**src/rtl/riscv_pkg.sv**
```systemverilog
`default_nettype none
// ============================================================================
//  Module      : riscv_pkg
//  Description : Shared constants for the RV32M multiply/divide unit:
//                M-extension funct3 encodings, the MULDIV funct7 value,
//                FSM state encodings and small operand-classification
//                helpers.
//  Revision    : 1.0 - initial release
// ============================================================================
package riscv_pkg;

    // M-extension operation select (funct3)
    localparam logic [2:0] F3_MUL    = 3'b000;
    localparam logic [2:0] F3_MULH   = 3'b001;
    localparam logic [2:0] F3_MULHSU = 3'b010;
    localparam logic [2:0] F3_MULHU  = 3'b011;
    localparam logic [2:0] F3_DIV    = 3'b100;
    localparam logic [2:0] F3_DIVU   = 3'b101;
    localparam logic [2:0] F3_REM    = 3'b110;
    localparam logic [2:0] F3_REMU   = 3'b111;

    // funct7 that marks an OP-opcode instruction as a multiply/divide
    localparam logic [6:0] FUNCT7_MULDIV = 7'b0000001;

    // Iterative unit FSM encodings
    typedef enum logic [1:0] {
        ST_IDLE = 2'b00,
        ST_CALC = 2'b01,
        ST_DONE = 2'b10
    } md_state_t;

    // Operand A is interpreted as two's complement
    function automatic logic a_is_signed(input logic [2:0] f3);
        return (f3 == F3_MUL) || (f3 == F3_MULH) || (f3 == F3_MULHSU) ||
               (f3 == F3_DIV) || (f3 == F3_REM);
    endfunction

    // Operand B is interpreted as two's complement (MULHSU keeps B unsigned)
    function automatic logic b_is_signed(input logic [2:0] f3);
        return (f3 == F3_MUL) || (f3 == F3_MULH) ||
               (f3 == F3_DIV) || (f3 == F3_REM);
    endfunction

endpackage
`default_nettype wire

```
**src/rtl/iter_divider.sv**
```systemverilog
`default_nettype none
// ============================================================================
//  Module      : iter_divider
//  Description : Restoring divide datapath. Holds the partial remainder,
//                the quotient/dividend shift register and the divisor.
//                One restoring-subtract step per 'step' cycle; after XLEN
//                steps quot/rem hold the unsigned quotient and remainder.
//  Ports       : clk, rst       - clock, async active-high reset
//                load           - capture dividend/divisor, clear remainder
//                step           - perform one divide step
//                dividend       - unsigned dividend (magnitude)
//                divisor        - unsigned divisor (magnitude)
//                quot_nxt       - quotient after the step being evaluated
//                rem_nxt        - remainder after the step being evaluated
//  Revision    : 1.0 - initial release
// ============================================================================
module iter_divider #(
    parameter int XLEN = 32
) (
    input  logic            clk,
    input  logic            rst,
    input  logic            load,
    input  logic            step,
    input  logic [XLEN-1:0] dividend,
    input  logic [XLEN-1:0] divisor,
    output logic [XLEN-1:0] quot_nxt,
    output logic [XLEN-1:0] rem_nxt
);

    logic [XLEN-1:0] r_rem;
    logic [XLEN-1:0] r_quot;
    logic [XLEN-1:0] r_dvsr;

    logic [XLEN:0]   w_shift;
    logic            w_fits;

    // Shift the next dividend bit into the partial remainder. The shifted
    // value can reach 2*divisor-1, hence the extra bit.
    assign w_shift  = {r_rem, r_quot[XLEN-1]};
    assign w_fits   = (w_shift >= {1'b0, r_dvsr});

    // When the subtraction fits, the difference is always < divisor, so
    // truncating to XLEN bits loses nothing.
    assign rem_nxt  = w_fits ? XLEN'(w_shift - {1'b0, r_dvsr}) : w_shift[XLEN-1:0];
    assign quot_nxt = {r_quot[XLEN-2:0], w_fits};

    always_ff @(posedge clk or posedge rst) begin
        if (rst) begin
            r_rem  <= '0;
            r_quot <= '0;
            r_dvsr <= '0;
        end else if (load) begin
            r_rem  <= '0;
            r_quot <= dividend;
            r_dvsr <= divisor;
        end else if (step) begin
            r_rem  <= rem_nxt;
            r_quot <= quot_nxt;
        end
    end

endmodule
`default_nettype wire

```
**src/rtl/ex_muldiv_unit.sv**
```systemverilog
`default_nettype none
// ============================================================================
//  Module      : ex_muldiv_unit
//  Description : Iterative RV32M multiply/divide unit for the EX stage.
//                Executes MUL/MULH/MULHSU/MULHU/DIV/DIVU/REM/REMU on sign-
//                stripped magnitudes (shift-add multiply, restoring divide
//                in iter_divider) and re-applies the sign at the end.
//                Holds the pipeline through stall_o and pulses done_o for
//                one cycle with the result and destination register.
//  Config      : MULDIV_FAST_MUL_EN - when defined, all multiplies use one
//                combinational 33x33 signed multiply and complete one edge
//                after acceptance. Divides are unaffected.
//  Ports       : clk, rst        - clock, async active-high reset
//                start_i         - M-extension request valid from ID/EX
//                flush_i         - kill in-flight / pending operation
//                funct3_i        - operation select
//                rs1_val_i/rs2_val_i - operands A/B
//                wr_i            - destination register
//                stall_o         - pipeline hold request (combinational)
//                done_o          - one-cycle result-valid pulse
//                result_o        - result, held until the next completion
//                wr_o            - destination register of result_o
//  Revision    : 1.0 - initial release
// ============================================================================
module ex_muldiv_unit
    import riscv_pkg::*;
#(
    parameter int XLEN  = 32,
    parameter int CNT_W = $clog2(XLEN) + 1
) (
    input  logic            clk,
    input  logic            rst,
    input  logic            start_i,
    input  logic            flush_i,
    input  logic [2:0]      funct3_i,
    input  logic [XLEN-1:0] rs1_val_i,
    input  logic [XLEN-1:0] rs2_val_i,
    input  logic [4:0]      wr_i,
    output logic            stall_o,
    output logic            done_o,
    output logic [XLEN-1:0] result_o,
    output logic [4:0]      wr_o
);

    // ------------------------------------------------------------------
    // State
    // ------------------------------------------------------------------
    md_state_t         r_state;
    logic [CNT_W-1:0]  r_cnt;
    logic [2:0]        r_funct3;
    logic [4:0]        r_wr;
    logic              r_neg;      // final result must be negated
    logic [XLEN-1:0]   r_mcand;    // |A| for the shift-add multiply
    logic [2*XLEN-1:0] r_prod;     // {partial sum, remaining multiplier bits}
    logic              r_done;
    logic [XLEN-1:0]   r_result;
    logic [4:0]        r_wr_out;

    // ------------------------------------------------------------------
    // Acceptance-side decode
    // ------------------------------------------------------------------
    logic            w_accept;
    logic            w_a_neg;
    logic            w_b_neg;
    logic            w_neg_res;
    logic [XLEN-1:0] w_mag_a;
    logic [XLEN-1:0] w_mag_b;
    logic            w_is_div_in;
    logic            w_div_zero;
    logic            w_div_ovf;
    logic            w_special;
    logic [XLEN-1:0] w_special_res;

    assign w_accept    = (r_state == ST_IDLE) && start_i && !flush_i;

    assign w_a_neg     = a_is_signed(funct3_i) && rs1_val_i[XLEN-1];
    assign w_b_neg     = b_is_signed(funct3_i) && rs2_val_i[XLEN-1];
    assign w_mag_a     = w_a_neg ? -rs1_val_i : rs1_val_i;
    assign w_mag_b     = w_b_neg ? -rs2_val_i : rs2_val_i;

    // Remainder follows the dividend's sign; products and quotients follow
    // the XOR of both operand signs.
    assign w_neg_res   = (funct3_i == F3_REM) ? w_a_neg : (w_a_neg ^ w_b_neg);

    assign w_is_div_in = funct3_i[2];
    assign w_div_zero  = (rs2_val_i == '0);
    assign w_div_ovf   = ((funct3_i == F3_DIV) || (funct3_i == F3_REM)) &&
                         (rs1_val_i == {1'b1, {(XLEN-1){1'b0}}}) &&
                         (rs2_val_i == '1);
    assign w_special   = w_is_div_in && (w_div_zero || w_div_ovf);

    // funct3[1] distinguishes REM/REMU from DIV/DIVU. For the signed
    // overflow case the quotient equals the dividend (most negative value).
    assign w_special_res = w_div_zero ? (funct3_i[1] ? rs1_val_i : '1)
                                      : (funct3_i[1] ? '0 : rs1_val_i);

    // ------------------------------------------------------------------
    // Iterative multiply step: add |A| when the current multiplier LSB is
    // set, then shift the whole product register right by one.
    // ------------------------------------------------------------------
    logic [XLEN:0]     w_sum;
    logic [2*XLEN-1:0] w_prod_nxt;
    logic [2*XLEN-1:0] w_prod_fix;
    logic [XLEN-1:0]   w_mul_res;

    assign w_sum      = {1'b0, r_prod[2*XLEN-1:XLEN]} +
                        (r_prod[0] ? {1'b0, r_mcand} : {(XLEN+1){1'b0}});
    assign w_prod_nxt = {w_sum, r_prod[XLEN-1:1]};
    assign w_prod_fix = r_neg ? -w_prod_nxt : w_prod_nxt;
    assign w_mul_res  = (r_funct3 == F3_MUL) ? w_prod_fix[XLEN-1:0]
                                             : w_prod_fix[2*XLEN-1:XLEN];

    // ------------------------------------------------------------------
    // Divide datapath
    // ------------------------------------------------------------------
    logic            w_div_load;
    logic            w_div_step;
    logic [XLEN-1:0] w_quot_nxt;
    logic [XLEN-1:0] w_rem_nxt;
    logic [XLEN-1:0] w_div_res;

    assign w_div_load = w_accept && w_is_div_in;
    assign w_div_step = (r_state == ST_CALC) && !flush_i && r_funct3[2];

    iter_divider #(
        .XLEN     (XLEN)
    ) u_iter_divider (
        .clk      (clk),
        .rst      (rst),
        .load     (w_div_load),
        .step     (w_div_step),
        .dividend (w_mag_a),
        .divisor  (w_mag_b),
        .quot_nxt (w_quot_nxt),
        .rem_nxt  (w_rem_nxt)
    );

    assign w_div_res = r_funct3[1] ? (r_neg ? -w_rem_nxt  : w_rem_nxt)
                                   : (r_neg ? -w_quot_nxt : w_quot_nxt);

    // Result of the final CALC step (counter == 1): the step values are
    // consumed directly so DONE lands on the same edge as the last step.
    logic [XLEN-1:0] w_final_res;
    assign w_final_res = r_funct3[2] ? w_div_res : w_mul_res;

`ifdef MULDIV_FAST_MUL_EN
    // ------------------------------------------------------------------
    // Single-cycle multiply: 33x33 signed product of the sign/zero-extended
    // operands. The size casts sign-extend so the 64-bit product is exact.
    // ------------------------------------------------------------------
    logic signed [XLEN:0]     w_fa;
    logic signed [XLEN:0]     w_fb;
    logic signed [2*XLEN-1:0] w_fast_prod;
    logic [XLEN-1:0]          w_fast_res;

    assign w_fa        = {a_is_signed(funct3_i) && rs1_val_i[XLEN-1], rs1_val_i};
    assign w_fb        = {b_is_signed(funct3_i) && rs2_val_i[XLEN-1], rs2_val_i};
    assign w_fast_prod = (2*XLEN)'(w_fa) * (2*XLEN)'(w_fb);
    assign w_fast_res  = (funct3_i == F3_MUL) ? w_fast_prod[XLEN-1:0]
                                              : w_fast_prod[2*XLEN-1:XLEN];
`endif

    // ------------------------------------------------------------------
    // Control FSM with registered outputs
    // ------------------------------------------------------------------
    always_ff @(posedge clk or posedge rst) begin
        if (rst) begin
            r_state  <= ST_IDLE;
            r_cnt    <= '0;
            r_funct3 <= '0;
            r_wr     <= '0;
            r_neg    <= 1'b0;
            r_mcand  <= '0;
            r_prod   <= '0;
            r_done   <= 1'b0;
            r_result <= '0;
            r_wr_out <= '0;
        end else begin
            case (r_state)
                ST_IDLE: begin
                    r_done <= 1'b0;
                    if (w_accept) begin
                        r_funct3 <= funct3_i;
                        r_wr     <= wr_i;
                        r_neg    <= w_neg_res;
                        r_mcand  <= w_mag_a;
                        r_prod   <= {{XLEN{1'b0}}, w_mag_b};
                        r_cnt    <= CNT_W'(XLEN);
                        if (w_special) begin
                            r_state  <= ST_DONE;
                            r_done   <= 1'b1;
                            r_result <= w_special_res;
                            r_wr_out <= wr_i;
`ifdef MULDIV_FAST_MUL_EN
                        end else if (!w_is_div_in) begin
                            r_state  <= ST_DONE;
                            r_done   <= 1'b1;
                            r_result <= w_fast_res;
                            r_wr_out <= wr_i;
`endif
                        end else begin
                            r_state  <= ST_CALC;
                        end
                    end
                end

                ST_CALC: begin
                    if (flush_i) begin
                        // Abandon the op; visible outputs keep prior values
                        r_state <= ST_IDLE;
                        r_cnt   <= '0;
                    end else begin
                        r_cnt <= r_cnt - 1'b1;
                        if (!r_funct3[2]) begin
                            r_prod <= w_prod_nxt;
                        end
                        if (r_cnt == CNT_W'(1)) begin
                            r_state  <= ST_DONE;
                            r_done   <= 1'b1;
                            r_result <= w_final_res;
                            r_wr_out <= r_wr;
                        end
                    end
                end

                ST_DONE: begin
                    // Result already committed; a flush here has no effect
                    r_done  <= 1'b0;
                    r_state <= ST_IDLE;
                end

                default: begin
                    r_done  <= 1'b0;
                    r_state <= ST_IDLE;
                end
            endcase
        end
    end

    assign stall_o  = w_accept || (r_state == ST_CALC);
    assign done_o   = r_done;
    assign result_o = r_result;
    assign wr_o     = r_wr_out;

endmodule
`default_nettype wire

```
**config.mk**
```make
export PLATFORM = sky130hd
export DESIGN_NAME = ex_muldiv_unit
export DESIGN_NICKNAME = d
export VERILOG_FILES = /design/src/rtl/riscv_pkg.sv /design/src/rtl/iter_divider.sv /design/src/rtl/ex_muldiv_unit.sv
export SDC_FILE = /design/constraint.sdc
export NUM_CORES = 1
export LEC_CHECK = 0
export CORE_MARGIN = 3
export CORE_UTILIZATION = 55
export CTS_BUF_LIST = sky130_fd_sc_hd__clkbuf_16
export DETAILED_ROUTE_END_ITERATION = 8
export GPL_TIMING_DRIVEN = 0
export PLACE_DENSITY = 0.74
export SETUP_SLACK_MARGIN = 0.5
export SLEW_MARGIN = 20
export SYNTH_ARGS = -nofsm -noshare
export SYNTH_HDL_FRONTEND = slang
export SYNTH_SLANG_ARGS = --single-unit
```
**constraint.sdc**
```tcl
create_clock -name clk -period 11.75 [get_ports clk]
set_clock_uncertainty 0.2 [all_clocks]
set_input_delay 1.175 -clock clk [delete_from_list [all_inputs] [get_ports clk]]
set_output_delay 1.175 -clock clk [all_outputs]
set_load 0.03 [all_outputs]
```
==> results of run 1 <==
final cells by class:
class                      instances  area, sq um  area share (%)
sequential                       247         6180            26.9
buffer                           165          648            2.82
tap                              461          577            2.51
antenna                            2         5.00          0.0217
multi-input combinational       2156        13200            57.3
inverter                          71          274            1.19
clock inverter                    24          219           0.951
timing repair buffer             114         1170            5.10
clock buffer                      30          751            3.26
through the flow:
stage / total power, uW / utilization [%]
after floorplan: 4090 / -
after global placement: 5380 / 61.2
after detailed placement: 5450 / 61.4
after CTS: 6410 / 64.1
after global routing: 6910 / 64.1
final: 6610 / 64.1
power by group through the flow:
| stage | Clock [uW] | Combinational [uW] | Sequential, uW |
|---|---|---|---|
| 2_1_floorplan | 0 | 2650 | 1440 |
| 3_3_place_gp | 0 | 3980 | 1400 |
| 3_5_place_dp | 0 | 4040 | 1420 |
| 4_1_cts | 930 | 4070 | 1410 |
| 5_1_grt | 966 | 4500 | 1450 |
| 6_report | 933 | 4250 | 1430 |
per-layer routing:
metal,up-vias,GRT usage (%)
li1,9859,-
met1,10800,61.2
met2,1701,61.0
met3,236,10.9
met4,2,14.5
met5,-,0
sequential cells by signal, indices dropped and copies added (netlist names):
register and cells:
done_o 1, r_cnt 6, r_funct3 3, r_mcand 32, r_neg 1, r_prod 64
r_state 2, r_wr 5, result_o 32, u_iter_divider.r_dvsr 32, u_iter_divider.r_quot 32, u_iter_divider.r_rem 32
wr_o 5
logic make-up (layout without fill, tap and decap cells):
logic type / after synthesis / in the layout / synth area share [%]
flops: 247 / 247 / 30.5
xor+xnor: 211 / 211 / 9.12
other cells: 0 / 2 / 0
buf+inv: 236 / 404 / 4.51
fa+ha+maj: 94 / 94 / 5.63
compound gates: 867 / 867 / 26.6
simple gates: 958 / 958 / 22.4
mux: 26 / 26 / 1.33
worst reg2reg max path: cells and delay by family, from the launching register on:
kind                       cells  cell delay [ns]
buffers and inverters          5             2.24
AOI/OAI and AO/OA              8             2.07
and+or+nand+nor                7             2.00
adders and majority gates      2             0.58
DFF                            1             0.47
xor gates and xnor gates       1             0.39
muxes                          1             0.34
placed cells by master, fill, tap and decap left out, drive strengths merged, types with 36 or more instances in the layout:
cell,netlist,final
clkbuf,140,170
o31ai,48,48
xor2,94,94
dfrtp,247,247
nand3,74,74
nand2,390,390
nand4,36,36
a21oi,185,185
nor3,55,55
nor2,190,190
o211ai,36,36
inv,70,76
and2,48,48
ha,72,72
o21ai,330,330
clkdlybuf4s50,0,111
xnor2,117,117
worst paths after layout:
path / from / end / slack (ns) / cells past startpoint
setup / recovery: u_iter_divider.r_rem[17]$_DFFE_PP0P_ / result_o[28]$_DFFE_PP0P_ / 3.43 / 24
hold / removal: r_mcand[19]$_DFFE_PP0P_ / r_mcand[19]$_DFFE_PP0P_ / 0.28 / 2
setup reg to reg: u_iter_divider.r_rem[17]$_DFFE_PP0P_ / result_o[28]$_DFFE_PP0P_ / 3.43 / 24
hold reg to reg: r_mcand[19]$_DFFE_PP0P_ / r_mcand[19]$_DFFE_PP0P_ / 0.28 / 2
max in group asynchronous: rst / u_iter_divider.r_rem[13]$_DFFE_PP0P_ / 9.53 / 3
min in group asynchronous: rst / r_prod[58]$_DFFE_PP0P_ / 0.86 / 2
synth_stat cells (9+ instances only):
master	count
a221oi_1	9
and2_1	48
o21a_1	17
nand4_1	36
a22oi_1	35
clkbuf_1	140
a22o_1	9
a31oi_1	28
or3_1	31
nand3_1	73
inv_1	70
nand2b_1	16
nor3_1	55
xor2_1	94
or4_1	14
o211ai_1	36
nor4_1	18
ha_1	72
or2_2	16
and3_1	17
xnor2_1	117
o41ai_1	16
dfrtp_1	247
o21ai_0	326
mux2i_1	19
a21o_1	17
a211oi_1	29
o31ai_1	48
buf_1	15
o221ai_1	10
nand3b_1	9
a21oi_1	185
maj3_1	20
nor2_1	189
nand2_1	390
==> metrics, run 1 <==
metal2 WL about 35000 microns; ratio of cells with drive above 1 in the final layout 3.60%; status finished clean; top-area cell type share of the netlist area 30.5%; CTS clock-pin slew for the worst setup and hold paths 0.07 ns; RSZ-0062 raised after global routing no; maximum root-to-sink buffer count 3; Critical Path Max Stage Delay approximately 0.53 ns; placer congestion estimate 1.08; cell area after synthesis 20300 sq um; clk root buf clkbuf_16; MaxCap Viol Count 0; WP buf/inv 5; Initial Util a little under three fifths; Placed Cells 3214; prevailing post-synth register cell dfrtp_1; Layout Cells excl Fill 3270; synth top area cells dfrtp_1 30%, o21ai_0 8.0%, nand2_1 7.2%; min cycle time layout 8.32 ns; crit share post-route 70.8%; PortBufs 111; NetSw 3510 uW; DR WL met3 11500 microns; row count 69; Fillers 3170; Routed Antenna Nets 0; H-Tree Level Count 1; Die W 198 microns; CP Capture Type flop; via count 22600; P per Cell Area between 200 and 300 nW/um^2; final worst slack 3.43 ns; I/O Pins 115; NumNets Final 2935; Sum Neg Setup Slack 0 ns; Clock Latency Late Sink 0.61 ns; CP delay by family, top buffers and inverters; Setup CP Type flop to flop; DR top layer met5; Lkg Pwr 0.00939 uW; number of flops mapped to enable cells by yosys 0; drt pass-1 iters 6; # Post-CTS Setup Buffers 0; cells along the critical path ha_1 > clkbuf_1 > nand4_1 > nor4_1 > a21oi_1 > o211ai_1 > or2_2 > clkbuf_1 > buf_1 > clkbuf_1 > clkbuf_1 > mux2i_1 > ha_1 > and2_1 > o2111ai_1 > nand2_1 > and4_1 > a41oi_1 > o21bai_1 > or3_1 > o31ai_1 > xor2_1 > a21oi_1 > o2bb2ai_1; combinational power share 64.3%; Final Instance Area 23000 sq um; asr flop ratio synth 100%; Worst Max-Slew Pin Slew 1.12 ns; crit start category flop; post-synthesis net count 2789; syn avg cell area 7.68 sq um; Total Routing Usage GR a little over two fifths; CP dominant cell by count clkbuf_1; Initial DRC Count 3327; die area ~39000 sq um; Cells after Synth 2639; Core ar. 35900 sq um; leading area contributor after synthesis dfrtp_1; Worst slew margin 25.1%; Max Clk Rate 120 MHz; Sw Share 53.1%; largest net degree at the start of global routing 95; Die Ht 198 microns; cts hold-fix bufs 0; Post-CTS Resized 0; # setup viols final 0; final hold vios 0; final WL roughly 85000 microns; clock network fraction of design power 14.1%; Placement Cell Area between 20000 and 25000 sq um; DP Worst Slack 3.80 ns; Peak VDD IR 210 uV; internal power approximately 3100 uW; wire per inst 26.0 microns; Critical Path AT 8.65 ns; TritonCTS Buffers 30; CTS Sinks 247; vias in the first global route 20800; TritonCTS clock tree built; slowest CP cell clkbuf_1; Yosys reg bits 247; hold slack 0.277 ns; DP HPWL around 67000 microns; CP required approximately 12 ns; maximum net fanout on the critical path 10; Reg power frac 21.6%; GRT Residual Overflow 0; Seq/Total Area, Yosys 30.5%; met1 WL between 30000 and 40000 microns; DRC viols 0; Slew Limit Fails 0; Worst Hold Class flop to flop; synth unique cells 88; synthesis-to-layout area growth 13.5%; first-pass GRT wire length around 130000 microns; Vias/cell 6.90; yosys warns 0; initial antenna violation count 1
(Power assumes the default switching activity.)
==> run 2: changes to the inputs <==
==> constraint.sdc (replaced) <==
create_clock -name clk -period 7.84 [get_ports clk]
set_clock_uncertainty 0.2 [all_clocks]
set_input_delay 0.784 -clock clk [delete_from_list [all_inputs] [get_ports clk]]
set_output_delay 0.784 -clock clk [all_outputs]
set_load 0.03 [all_outputs]
==> run 2 against run 1 <==
Via count is 0.71% higher; hold slack better by 0.0039 ns; count of clock-buffer cells in the layout stayed put; sequential cell count stayed put; largest cell class unchanged; highest routed layer unchanged.
==> metrics, run 2 (synthesis results as in run 1) <==
maximum net fanout on the critical path 10 (unchanged); Max Clk Rate 142 MHz (+18%); largest net degree at the start of global routing 37 (-61%); WP buf/inv 8 (+3); max reg flops 64 (unchanged); DP HPWL 68400 microns (+1.8%); Clock Latency Late Sink 0.62 ns (about the same); Final Instance Area 23200 sq um (+0.71%); PortBufs 111 (unchanged); Critical Path AT 7.32 ns (-1.33 ns); Lkg Pwr 0.00949 uW (+1.0%); RSZ-0062 raised after global routing no; H-Tree Level Count 1 (unchanged); Worst slew margin 23.2% (-2.0 points); most frequent cells in the layout 390 x nand2_1, 323 x o21ai_0, 247 x dfrtp_1; Worst Max-Slew Pin Slew 1.15 ns (+0.0296 ns); die area 39200 sq um (unchanged); slowest CP cell clkbuf_1; R2R Setup Slk 0.78 ns (-2.65 ns); CTS Sinks 247 (unchanged); crit share post-route 90.1% (+19 points); Peak VDD IR 304 uV (+45%); NetSw 5340 uW (+52%); via count 22700 (+0.71%); ratio of cells with drive above 1 in the final layout 4.83% (+1.2 points); TritonCTS Buffers 30 (unchanged); internal power 4660 uW (+51%); gr busiest metal met2; drt pass-1 iters 7 (+1); CP Capture Type flop; met1 Use GR 61.7% (+0.48 points); Die W 198 microns (unchanged); MaxCap Viol Count 0 (unchanged); placer congestion estimate 1.06 (-1.6%); crit start category flop; Initial DRC Count 3207 (-3.6%); clock network fraction of design power 13.8% (-0.3 points); Reg power frac 21.4% (-0.2 points); I/O Pins 115 (unchanged); met2 Usage GRT 62.1% (+1.1 points); largest reg by FF count r_prod; maximum root-to-sink buffer count 3 (unchanged); Critical Path Max Stage Delay 0.60 ns (+0.07 ns); first-pass GRT wire length 129000 microns (+2.3%); cts hold-fix bufs 0 (unchanged); combinational power share 64.8% (+0.5 points); DRC viols 0 (unchanged); min cycle time layout 7.06 ns (-1.26 ns); row count 69 (unchanged); CTS clock-pin slew for the worst setup and hold paths 0.06 ns (about the same); final core utilization 64.5% (+0.45 points); wire per inst 26.4 microns (+1.2%); Worst Hold Class flop to flop; clk root buf clkbuf_16; final WL 86400 microns (+1.4%); Routed Antenna Nets 0 (unchanged); cells along the critical path inv_1 > ha_1 > clkbuf_2 > a21oi_1 > o21ai_1 > a21oi_2 > a31oi_4 > or2_2 > clkbuf_2 > inv_1 > clkbuf_1 > clkbuf_2 > buf_1 > ha_1 > inv_1 > nor3_1 > nand3_1 > o21ai_0 > xnor2_1 > a22oi_1 > o31ai_1 > a221oi_1 > a21oi_1; synthesis-to-layout area growth 14.3%; Placement Cell Area 22100 sq um (+0.46%); Initial Util 56.5% (unchanged); CP delay by family, top buffers and inverters; TritonCTS clock tree built; Die Ht 198 microns (unchanged); Slew Limit Fails 0 (unchanged); NumNets Final 2942 (+0.24%); P per Cell Area 432 nW/um^2 (+50%); Sw Share 53.4% (+0.23 points); Setup CP Type flop to flop; Vias/cell 6.93 (+0.46%); vias in the first global route 21200 (+1.9%); CP required 8.10 ns (-3.98 ns); met3 Usage GRT 12.8% (+1.9 points); final hold vios 0 (unchanged); Total Routing Usage GR 43.1% (+0.97 points); commonest non-fill, non-tap cell in the layout nand2_1; GRT Residual Overflow 0 (unchanged); Core ar. 35900 sq um (unchanged); initial antenna violation count 3 (+2); # setup viols final 0 (unchanged); status finished clean
[run 2: changes by cell type in the layout (fill, tap and decap cells not counted), sizes merged]
| cell | before | now |
|---|---|---|
| buf | 28 | 36 |
| bufinv | 3 | 2 |
| clkbuf | 170 | 169 |
| clkinv | 14 | 17 |
| clkinvlp | 2 | 4 |
| inv | 76 | 73 |
[run 2: what timing repair did]
item                                    4_1_cts  5_1_grt
setup buffers                                 1        0
hold endpoints to repair                      0        0
endpoints found under the setup margin        8        7
pin swaps                                     1        0
gates resized for setup                       6       42
[run 2: worst paths after layout]
| check | start | endpoint | cells past startpoint |
|---|---|---|---|
| worst min-delay path | r_mcand[7]$_DFFE_PP0P_ | r_mcand[7]$_DFFE_PP0P_ | 2 |
| worst min register to register | r_mcand[7]$_DFFE_PP0P_ | r_mcand[7]$_DFFE_PP0P_ | 2 |
| min in group asynchronous | rst | r_prod[35]$_DFFE_PP0P_ | 2 |
| max in group asynchronous | rst | u_iter_divider.r_dvsr[15]$_DFFE_PP0P_ | 6 |
| worst max-delay path | u_iter_divider.r_dvsr[12]$_DFFE_PP0P_ | result_o[30]$_DFFE_PP0P_ | 23 |
| worst max register to register | u_iter_divider.r_dvsr[12]$_DFFE_PP0P_ | result_o[30]$_DFFE_PP0P_ | 23 |
[run 2: final cells by class]
type,count,area (sq um)
Antenna cell,2,5.00
Buffer,165,674
Clock buffer,30,751
Clock inverter,25,211
Fill cell,3183,12700
Inverter,71,270
Multi-Input combinational cell,2156,13200
Sequential cell,247,6180
Tap cell,461,577
Timing Repair Buffer,121,1290
[run 2: per-layer routing]
layer,share of wire [%],routed length [microns]
met5,0.031,27
met4,4.3,3740
met3,14,12400
met2,41,35500
met1,40,34700
[run 2: power by group through the flow]
stage | logic, uW | clock network, uW | registers (uW)
2_1_floorplan | 3980 | 0 | 2160
3_3_place_gp | 5980 | 0 | 2110
3_5_place_dp | 6080 | 0 | 2120
4_1_cts | 6160 | 1370 | 2110
5_1_grt | 6860 | 1430 | 2170
6_report | 6480 | 1380 | 2140
[run 2: tightest hold or removal path: stages, from the launching register on]
cell and delay (ns):
dfrtp_1 0.34, nand2_1 0.05, o21ai_0 0.06
[run 2: metrics by stage]
step	TNS [ns]	power (uW)	setup WS (ns)	instances	hold WS [ns]
global placement	-0.722	8080	-0.248	3211	0.262
floorplan	0	6130	1.77	2639	0.242
CTS	0	9640	0.553	3276	0.279
detailed placement	-0.737	8200	-0.239	3220	0.266
global route	0	10500	0.487	3276	0.308
finish	0	10000	0.777	3278	0.281
